[src/rtl/uart_rx_ctrl.sv]
// uart_rx_ctrl: receive-side sequencer for the UART RX path.
// Detects the start edge, runs the tick/bit counters used by the data sampler,
// deserializes the majority-voted bits LSB first and checks parity and stop bits.
// A good frame updates P_DATA with a one-cycle data_valid pulse; a bad frame
// produces a one-cycle par_err or stp_err pulse and is dropped.
module uart_rx_ctrl #(
  parameter int DATA_WIDTH = 8
) (
  input  logic                  CLK,
  input  logic                  RST,
  input  logic                  S_RX_IN,
  input  logic [5:0]            prescale,
  input  logic                  PAR_EN,
  input  logic                  PAR_TYP,
  input  logic                  sampled_bit,
  output logic                  data_samp_en,
  output logic [4:0]            edge_cnt,
  output logic [3:0]            bit_cnt,
  output logic [DATA_WIDTH-1:0] P_DATA,
  output logic                  data_valid,
  output logic                  par_err,
  output logic                  stp_err,
  output logic                  busy
);

  typedef enum logic [2:0] {
    ST_IDLE   = 3'd0,
    ST_START  = 3'd1,
    ST_DATA   = 3'd2,
    ST_PARITY = 3'd3,
    ST_STOP   = 3'd4
  } state_e;

  // Only these oversampling rates keep edge_cnt inside its 5-bit range with a
  // well-defined mid-bit sampling point.
  function automatic logic prescale_ok(input logic [5:0] p);
    logic ok;
    case (p)
      6'd8, 6'd16, 6'd32: ok = 1'b1;
      default:            ok = 1'b0;
    endcase
    return ok;
  endfunction

  // Parity bit the transmitter should have sent: even parity makes the total
  // number of ones even, odd parity inverts that.
  function automatic logic expected_parity(input logic [DATA_WIDTH-1:0] d,
                                           input logic                  odd);
    return (^d) ^ odd;
  endfunction

  state_e                state_q,      state_d;
  logic [4:0]            edge_cnt_q,   edge_cnt_d;
  logic [3:0]            bit_cnt_q,    bit_cnt_d;
  logic [DATA_WIDTH-1:0] shreg_q,      shreg_d;
  logic [DATA_WIDTH-1:0] p_data_q,     p_data_d;
  logic [5:0]            prescale_l_q, prescale_l_d;
  logic                  par_en_l_q,   par_en_l_d;
  logic                  par_typ_l_q,  par_typ_l_d;
  logic                  data_valid_q, data_valid_d;
  logic                  par_err_q,    par_err_d;
  logic                  stp_err_q,    stp_err_d;
  logic                  busy_q,       busy_d;
  logic                  samp_en_q,    samp_en_d;
  logic                  bit_end_s;

  // Bit end: last tick of the current bit, using the prescale latched at frame start.
  always_comb begin
    bit_end_s = 1'b0;
    if ((state_q != ST_IDLE) && ({1'b0, edge_cnt_q} == (prescale_l_q - 6'd1))) begin
      bit_end_s = 1'b1;
    end else begin
      bit_end_s = 1'b0;
    end
  end

  // Next-state, counter, shift register and pulse logic for the frame sequencer.
  always_comb begin
    state_d      = state_q;
    edge_cnt_d   = edge_cnt_q;
    bit_cnt_d    = bit_cnt_q;
    shreg_d      = shreg_q;
    p_data_d     = p_data_q;
    prescale_l_d = prescale_l_q;
    par_en_l_d   = par_en_l_q;
    par_typ_l_d  = par_typ_l_q;
    data_valid_d = 1'b0;
    par_err_d    = 1'b0;
    stp_err_d    = 1'b0;

    // Tick counting is common to every active state.
    if (state_q != ST_IDLE) begin
      if (bit_end_s) begin
        edge_cnt_d = 5'd0;
        bit_cnt_d  = bit_cnt_q + 4'd1;
      end else begin
        edge_cnt_d = edge_cnt_q + 5'd1;
      end
    end else begin
      edge_cnt_d = 5'd0;
      bit_cnt_d  = 4'd0;
    end

    case (state_q)
      ST_IDLE: begin
        // A low line is a start candidate only at a supported rate; the
        // configuration is frozen here for the whole frame.
        if (!S_RX_IN && prescale_ok(prescale)) begin
          prescale_l_d = prescale;
          par_en_l_d   = PAR_EN;
          par_typ_l_d  = PAR_TYP;
          shreg_d      = '0;
          state_d      = ST_START;
        end else begin
          state_d      = ST_IDLE;
        end
      end

      ST_START: begin
        if (bit_end_s) begin
          // A start bit that votes high was a glitch: drop it silently.
          if (sampled_bit) begin
            state_d   = ST_IDLE;
            bit_cnt_d = 4'd0;
          end else begin
            state_d   = ST_DATA;
          end
        end else begin
          state_d = ST_START;
        end
      end

      ST_DATA: begin
        if (bit_end_s) begin
          // bit_cnt 1..DATA_WIDTH maps onto shreg[0..DATA_WIDTH-1], LSB first.
          for (int i = 0; i < DATA_WIDTH; i++) begin
            if (bit_cnt_q == 4'(i + 1)) begin
              shreg_d[i] = sampled_bit;
            end else begin
              shreg_d[i] = shreg_q[i];
            end
          end
          if (bit_cnt_q == 4'(DATA_WIDTH)) begin
            if (par_en_l_q) begin
              state_d = ST_PARITY;
            end else begin
              state_d = ST_STOP;
            end
          end else begin
            state_d = ST_DATA;
          end
        end else begin
          state_d = ST_DATA;
        end
      end

      ST_PARITY: begin
        if (bit_end_s) begin
          // On a parity mismatch the frame is abandoned without waiting for stop.
          if (sampled_bit != expected_parity(shreg_q, par_typ_l_q)) begin
            par_err_d = 1'b1;
            state_d   = ST_IDLE;
            bit_cnt_d = 4'd0;
          end else begin
            state_d   = ST_STOP;
          end
        end else begin
          state_d = ST_PARITY;
        end
      end

      ST_STOP: begin
        if (bit_end_s) begin
          if (sampled_bit) begin
            p_data_d     = shreg_q;
            data_valid_d = 1'b1;
          end else begin
            stp_err_d    = 1'b1;
          end
          state_d   = ST_IDLE;
          bit_cnt_d = 4'd0;
        end else begin
          state_d = ST_STOP;
        end
      end

      default: begin
        state_d    = ST_IDLE;
        edge_cnt_d = 5'd0;
        bit_cnt_d  = 4'd0;
      end
    endcase

    busy_d    = (state_d != ST_IDLE);
    samp_en_d = (state_d != ST_IDLE);
  end

  // State and datapath registers with synchronous active-high reset.
  always_ff @(posedge CLK) begin
    if (RST) begin
      state_q      <= ST_IDLE;
      edge_cnt_q   <= 5'd0;
      bit_cnt_q    <= 4'd0;
      shreg_q      <= '0;
      p_data_q     <= '0;
      prescale_l_q <= 6'd0;
      par_en_l_q   <= 1'b0;
      par_typ_l_q  <= 1'b0;
      data_valid_q <= 1'b0;
      par_err_q    <= 1'b0;
      stp_err_q    <= 1'b0;
      busy_q       <= 1'b0;
      samp_en_q    <= 1'b0;
    end else begin
      state_q      <= state_d;
      edge_cnt_q   <= edge_cnt_d;
      bit_cnt_q    <= bit_cnt_d;
      shreg_q      <= shreg_d;
      p_data_q     <= p_data_d;
      prescale_l_q <= prescale_l_d;
      par_en_l_q   <= par_en_l_d;
      par_typ_l_q  <= par_typ_l_d;
      data_valid_q <= data_valid_d;
      par_err_q    <= par_err_d;
      stp_err_q    <= stp_err_d;
      busy_q       <= busy_d;
      samp_en_q    <= samp_en_d;
    end
  end

  assign data_samp_en = samp_en_q;
  assign edge_cnt     = edge_cnt_q;
  assign bit_cnt      = bit_cnt_q;
  assign P_DATA       = p_data_q;
  assign data_valid   = data_valid_q;
  assign par_err      = par_err_q;
  assign stp_err      = stp_err_q;
  assign busy         = busy_q;

endmodule
[config.mk]
export PLATFORM = sky130hd
export DESIGN_NAME = uart_rx_ctrl
export DESIGN_NICKNAME = d
export VERILOG_FILES = /design/src/rtl/uart_rx_ctrl.sv
export SDC_FILE = /design/constraint.sdc
export NUM_CORES = 1
export LEC_CHECK = 0
export ABC_AREA = 1
export BUFFER_PORTS_ARGS = -buffer_cell sky130_fd_sc_hd__buf_4
export CORE_MARGIN = 2
export CORE_UTILIZATION = 45
export CTS_BUF_LIST = sky130_fd_sc_hd__clkbuf_4
export CTS_CLUSTER_DIAMETER = 50
export DETAILED_ROUTE_END_ITERATION = 6
export PLACE_DENSITY = 0.66
export SETUP_SLACK_MARGIN = 0.3
export SLEW_MARGIN = 5
export SYNTH_ARGS = -nofsm -noshare
export SYNTH_HDL_FRONTEND = slang
export SYNTH_SLANG_ARGS = --single-unit
[constraint.sdc]
create_clock -name CLK -period 4.8 [get_ports CLK]
set_input_delay 0.48 -clock CLK [delete_from_list [all_inputs] [get_ports CLK]]
set_output_delay 0.48 -clock CLK [all_outputs]
set_load 0.01 [all_outputs]
# Yosys cells after proc, flatten, opt, wreduce, memory -nomap -nowiden
# Index checks and enable logic that the tools add are counted.
# Widths: inputs -> output; s select.
[classes] reduce_logical=24 mux=35 eq_ne=27 bitwise_logic=6 addsub=3
[ops] operator="$reduce_and 4->1" n=8
[ops] operator="$mux 4" n=7
[ops] operator="$mux 3" n=7
[ops] operator="$ne 2x2->1 const B" n=10
[ops] operator="$eq 4x3->1 const B" n=4
[ops] operator="$mux 8" n=2
[ops] operator="$pmux 4 s4" n=1
[ops] operator="$pmux 8 s2" n=1
[ops] operator="$mux 1" n=15
[ops] operator="$pmux 3 s5" n=1
[ops] operator="$reduce_or 3->1" n=3
[ops] operator="$eq 4x2->1 const B" n=2
[ops] operator="$reduce_xor 8->1" n=1
[ops] operator="$eq 3x2->1 const B" n=2
[ops] operator="$eq 5x6->1" n=1
[ops] operator="$eq 6x4->1 const B" n=1
[ops] operator="$eq 6x5->1 const B" n=1
[ops] operator="$eq 6x6->1 const B" n=1
[ops] operator="$reduce_bool 3->1" n=2
[ops] operator="$sub 6x1->6 const B" n=1
[ops] operator="$add 5x1->5 const B" n=1
[ops] operator="$not 1->1" n=5
[ops] operator="$reduce_or 5->1" n=1
[ops] operator="$add 4x1->4 const B" n=1
[ops] operator="other kinds (15)" n=16
[totals] in_bits=12 output_inout_bits=22 register_bits=40

# Longest topological paths before layout
[logic_depth] word_depth=9 depth_mapped=17 mapped_depth_nobuf=16

# Worst setup path before layout
# Ideal clock, no wire load.
[synth_path] path_kind="register to register" startpoint="register prescale_l_q[0]" endpoint="register p_data_q[6] (netlist: P_DATA[6])" arrival_time_ps=1789 path_slack_ps=2891 setup_ps=119 path_stages_with_launch=16 path_buffers=1 period_less_slack_ps=1909 cell_sequence="dfxtp_1 -> inv_1 -> ha_1 -> inv_1 -> nand2_1 -> nand2_1 -> nand2_1 -> nor2_1 -> nand2_1 -> nor2_4 -> nand2_2 -> inv_2 -> nand3_2 -> buf_2 -> o21ai_1 -> a21oi_1"
[synth_between] elab_chain_len=5
[synth_rtl] item="start, declared" line_no="57" rtl="logic [5:0] prescale_l_q, prescale_l_d;"
[synth_rtl] item="start signal, assigned" line_no="220" rtl="prescale_l_q <= prescale_l_d;"
[synth_rtl] item="$sub 6x1->6" line_no="70" rtl="if ((state_q != ST_IDLE) && ({1'b0, edge_cnt_q} == (prescale_l_q - 6'd1))) begin"
[synth_rtl] item="$eq 5x6->1" line_no="70"
[synth_rtl] item="$logic_and 1x1->1" line_no="70"
[synth_rtl] item="$mux 1" line_no="70"
[synth_rtl] item="$reduce_and 3->1 (no line)"
[synth_rtl] item="end signal, assigned" line_no="219" rtl="p_data_q <= p_data_d;"
[synth_rtl] item="end, declared" line_no="56" rtl="logic [DATA_WIDTH-1:0] p_data_q, p_data_d;"
# No other way between the ends.
# A chain may end at the register's enable or synchronous reset.

# Final worst setup path
[layout_path] startpoint="register prescale_l_q[0]" endpoint="register p_data_q[3] (netlist: P_DATA[3])"
# Same word-level chain as after synthesis.

==> run_results.csv <==
group,metric,value,unit
status,outcome,"finished clean",
global_route,grt_overflow,0,
power,power.total,604.3,uW
sta,worst_pin_slew,1183,ps
worst_setup_path,crit_buf_inv,3,
placement,place_ws,2518,ps
worst_setup_path,timing.critical_path.slowest_cell_delay,370,ps
clocking,cts_tree,"built",
route,via_count,2013,
floorplan,core,4661,um^2
logic_synthesis,yosysMostFrequentCell,"nand2_1",
clocking,cts_root_buf,"clkbuf_4",
layout,syn_to_final_growth,15.93,%
sta,period_needed,2330,ps
sta,fin_crit_sh,0.4855,
logic_synthesis,netlist_instances,329,
worst_setup_path,crit_arrival,2570,ps
layout,layout-drive-gt1-share,0.1413,
floorplan,io_pins,34,
placement,place_area,2424,um^2
sta,setup_ws,2470,ps
sta,fin_tns_setup,0,ps
worst_setup_path,crit_slowest_cell,"dfxtp_1",
clocking,cts_setup_buffers,0,
clocking,clkLatencyLatePin,350,ps
route,totalWireLength,4.627,mm
floorplan,initial_core_util,0.4634,
global_route,grt_pass1_vias,1756,
placement,dp.final_hpwl,3.510,mm
route,drt_iter0_markers,98,
route,avgViaCountPerCell,4.851,
logic_synthesis,syn_nets,347,
power,p_leak,0.001149,uW
floorplan,die_x,73.28,um
logic_synthesis,seq_area_frac_synth,0.3708,
worst_setup_path,cp_data_required_time,5040,ps
clocking,ctsResizeCount,0,
floorplan,fp.dieH,73.28,um
logic_synthesis,synth_area_leaders,"dfxtp_1 (37%), nand2_1 (14%), inv_1 (9.4%)",
placement,globalplace.congestion,0.8594,
clocking,cts_sinks,40,
clocking,htreeDepth,2,
logic_synthesis,synthTopCellsByCount,"nand2_1 (78), inv_1 (54), dfxtp_1 (40), nor2_1 (36), nand3_1 (28)",
logic_synthesis,synth.distinct_cells,30,
global_route,antenna_found_initial,0,
worst_setup_path,worstSetupPathType,"flip-flop to flip-flop",
layout,fill_cells,460,
global_route,grt_max_degree,25,
logic_synthesis,synth_top_area_share,0.3708,
logic_synthesis,synth_area,2160,um^2
logic_synthesis,yosys_warnings,0,
clocking,cts_hold_buf,0,
worst_setup_path,cp_cell_sequence,"inv_1, ha_1, inv_1, nand2_1, nand2_1, nand2_1, nor2_1, nand2_1, nor2_4, nand2_2, inv_2, nand3_2, o21ai_0, a21oi_1",
placement,port_buffers,33,
route,drt-wirelength-per-cell,11.15,um
global_route,grt_pass1_wl,7.555,mm
floorplan,rows,25,
logic_synthesis,yosysTopAreaCell,"dfxtp_1",
logic_synthesis,synth-async-reset-ratio,0,
sta,finClkSkew,13.44,ps
route,ant_nets,0,
worst_setup_path,start_kind,"flip-flop",
layout,final_util,0.5372,
route,drt_first_pass_iters,4,
worst_setup_path,crit_fanout,17,
logic_synthesis,synth_edf_count,0,
logic_synthesis,ys.flop_type,"dfxtp_1",
logic_synthesis,syn_area_per_cell,6.564,um^2
sta,slew_headroom,0.2054,
clocking,clk_pin_slew,130,ps
worst_setup_path,cp_top_family,"simple AND/OR/NAND/NOR gates",
sta,fmax,429.1,MHz
worst_setup_path,crit_top_cell,"nand2_1",
worst_setup_path,end_kind,"flip-flop",
power,p_per_area,241.4,nW/um^2
global_route,track_usage,0.1781,
clocking,cts_buffer_depth,2,
sta,setup_viol,0,
job,drv_cap,0,
layout,num-nets-final,378,
floorplan,die-area,5369,um^2
sta,maxSlewViolCount,0,
power,vdd_drop_max,135.8,uV
layout,final_area,2504,um^2
clocking,cts_buffers,5,
logic_synthesis,synth-seq-cells,40,
route,drc,0,
sta,grt_setup_unrepaired,"false",
layout,antenna_cells,0,
hold_path,hold_path_class,"input pin to flip-flop",
sta,hold_viol,0,
==> path summary, 6_finish.rpt <==
path                                                      to  depth (start not counted)                    startpoint  slack, ps
worst max-delay path                  P_DATA[3]$_SDFFE_PP0P_                         14  prescale_l_q[0]$_SDFFE_PP0P_       2470
worst min-delay path            prescale_l_q[2]$_SDFFE_PP0P_                          2                           RST        350
worst max register to register        P_DATA[3]$_SDFFE_PP0P_                         14  prescale_l_q[0]$_SDFFE_PP0P_       2470
worst min register to register        P_DATA[5]$_SDFFE_PP0P_                          2        P_DATA[5]$_SDFFE_PP0P_        450
==> state kept, by name, indices dropped and copies added (netlist names) <==
signal	flops
state_q	3
P_DATA	8
par_err	1
edge_cnt	5
prescale_l_q	6
stp_err	1
par_typ_l_q	1
bit_cnt	4
data_samp_en	1
par_en_l_q	1
shreg_q	8
data_valid	1
==> report_power, final <==
part	switching, uW	internal, uW
Clock	119	109
Combinational	22.5	16.8
Sequential	2.70	335
==> logic make-up after synthesis <==
logic type	after synthesis	synth area share
buffers and inverters	65	0.1211
AO/OA/AOI/OAI	46	0.1095
adder cells (fa/ha/maj)	6	0.03476
flip-flops	40	0.3708
XOR/XNOR	7	0.02839
AND/OR/NAND/NOR	165	0.3355
==> area by class of cell <==
cell class              count  area, um^2  share of cell area
clock buffers               5       37.54             0.01499
repair buffers             33       247.7             0.09895
inverters                  56       210.2             0.08396
multi-input cells         224        1097              0.4383
well taps                  54       67.56             0.02699
clock inverters             3       42.54             0.01699
flip-flops and latches     40       800.8              0.3198
==> through the flow <==
step / std cells / hold slack, ps
after floorplan: 329 / 444.1
after CTS: 415 / 348.5
after detailed placement: 407 / 436.6
final: 415 / 351.9
after global routing: 415 / 347.2
after global placement: 407 / 435.3
==> placed cells by master, fill, tap and decap left out, drive strengths merged, types with 2 or more instances in the layout <==
cell    netlist  final
nor3          7      7
o21ai        20     20
xnor2         2      2
nand2        81     81
nand4         4      4
inv          56     56
xor2          5      5
buf           4     33
clkbuf        5      5
dfxtp        40     40
nor2         39     39
ha            6      6
nand3        29     29
a21oi        24     24
==> per-layer routing <==
metal,GRT usage,share of wire,up-vias,routed length [um]
met5,0,0,-,0
met4,0.04527,0.012,0,55
met3,0.03841,0.045,6,206
met2,0.2893,0.43,48,1995
met1,0.2400,0.51,868,2370
li1,-,-,1091,-
Note: power is estimated with default switching activity, not from simulation.
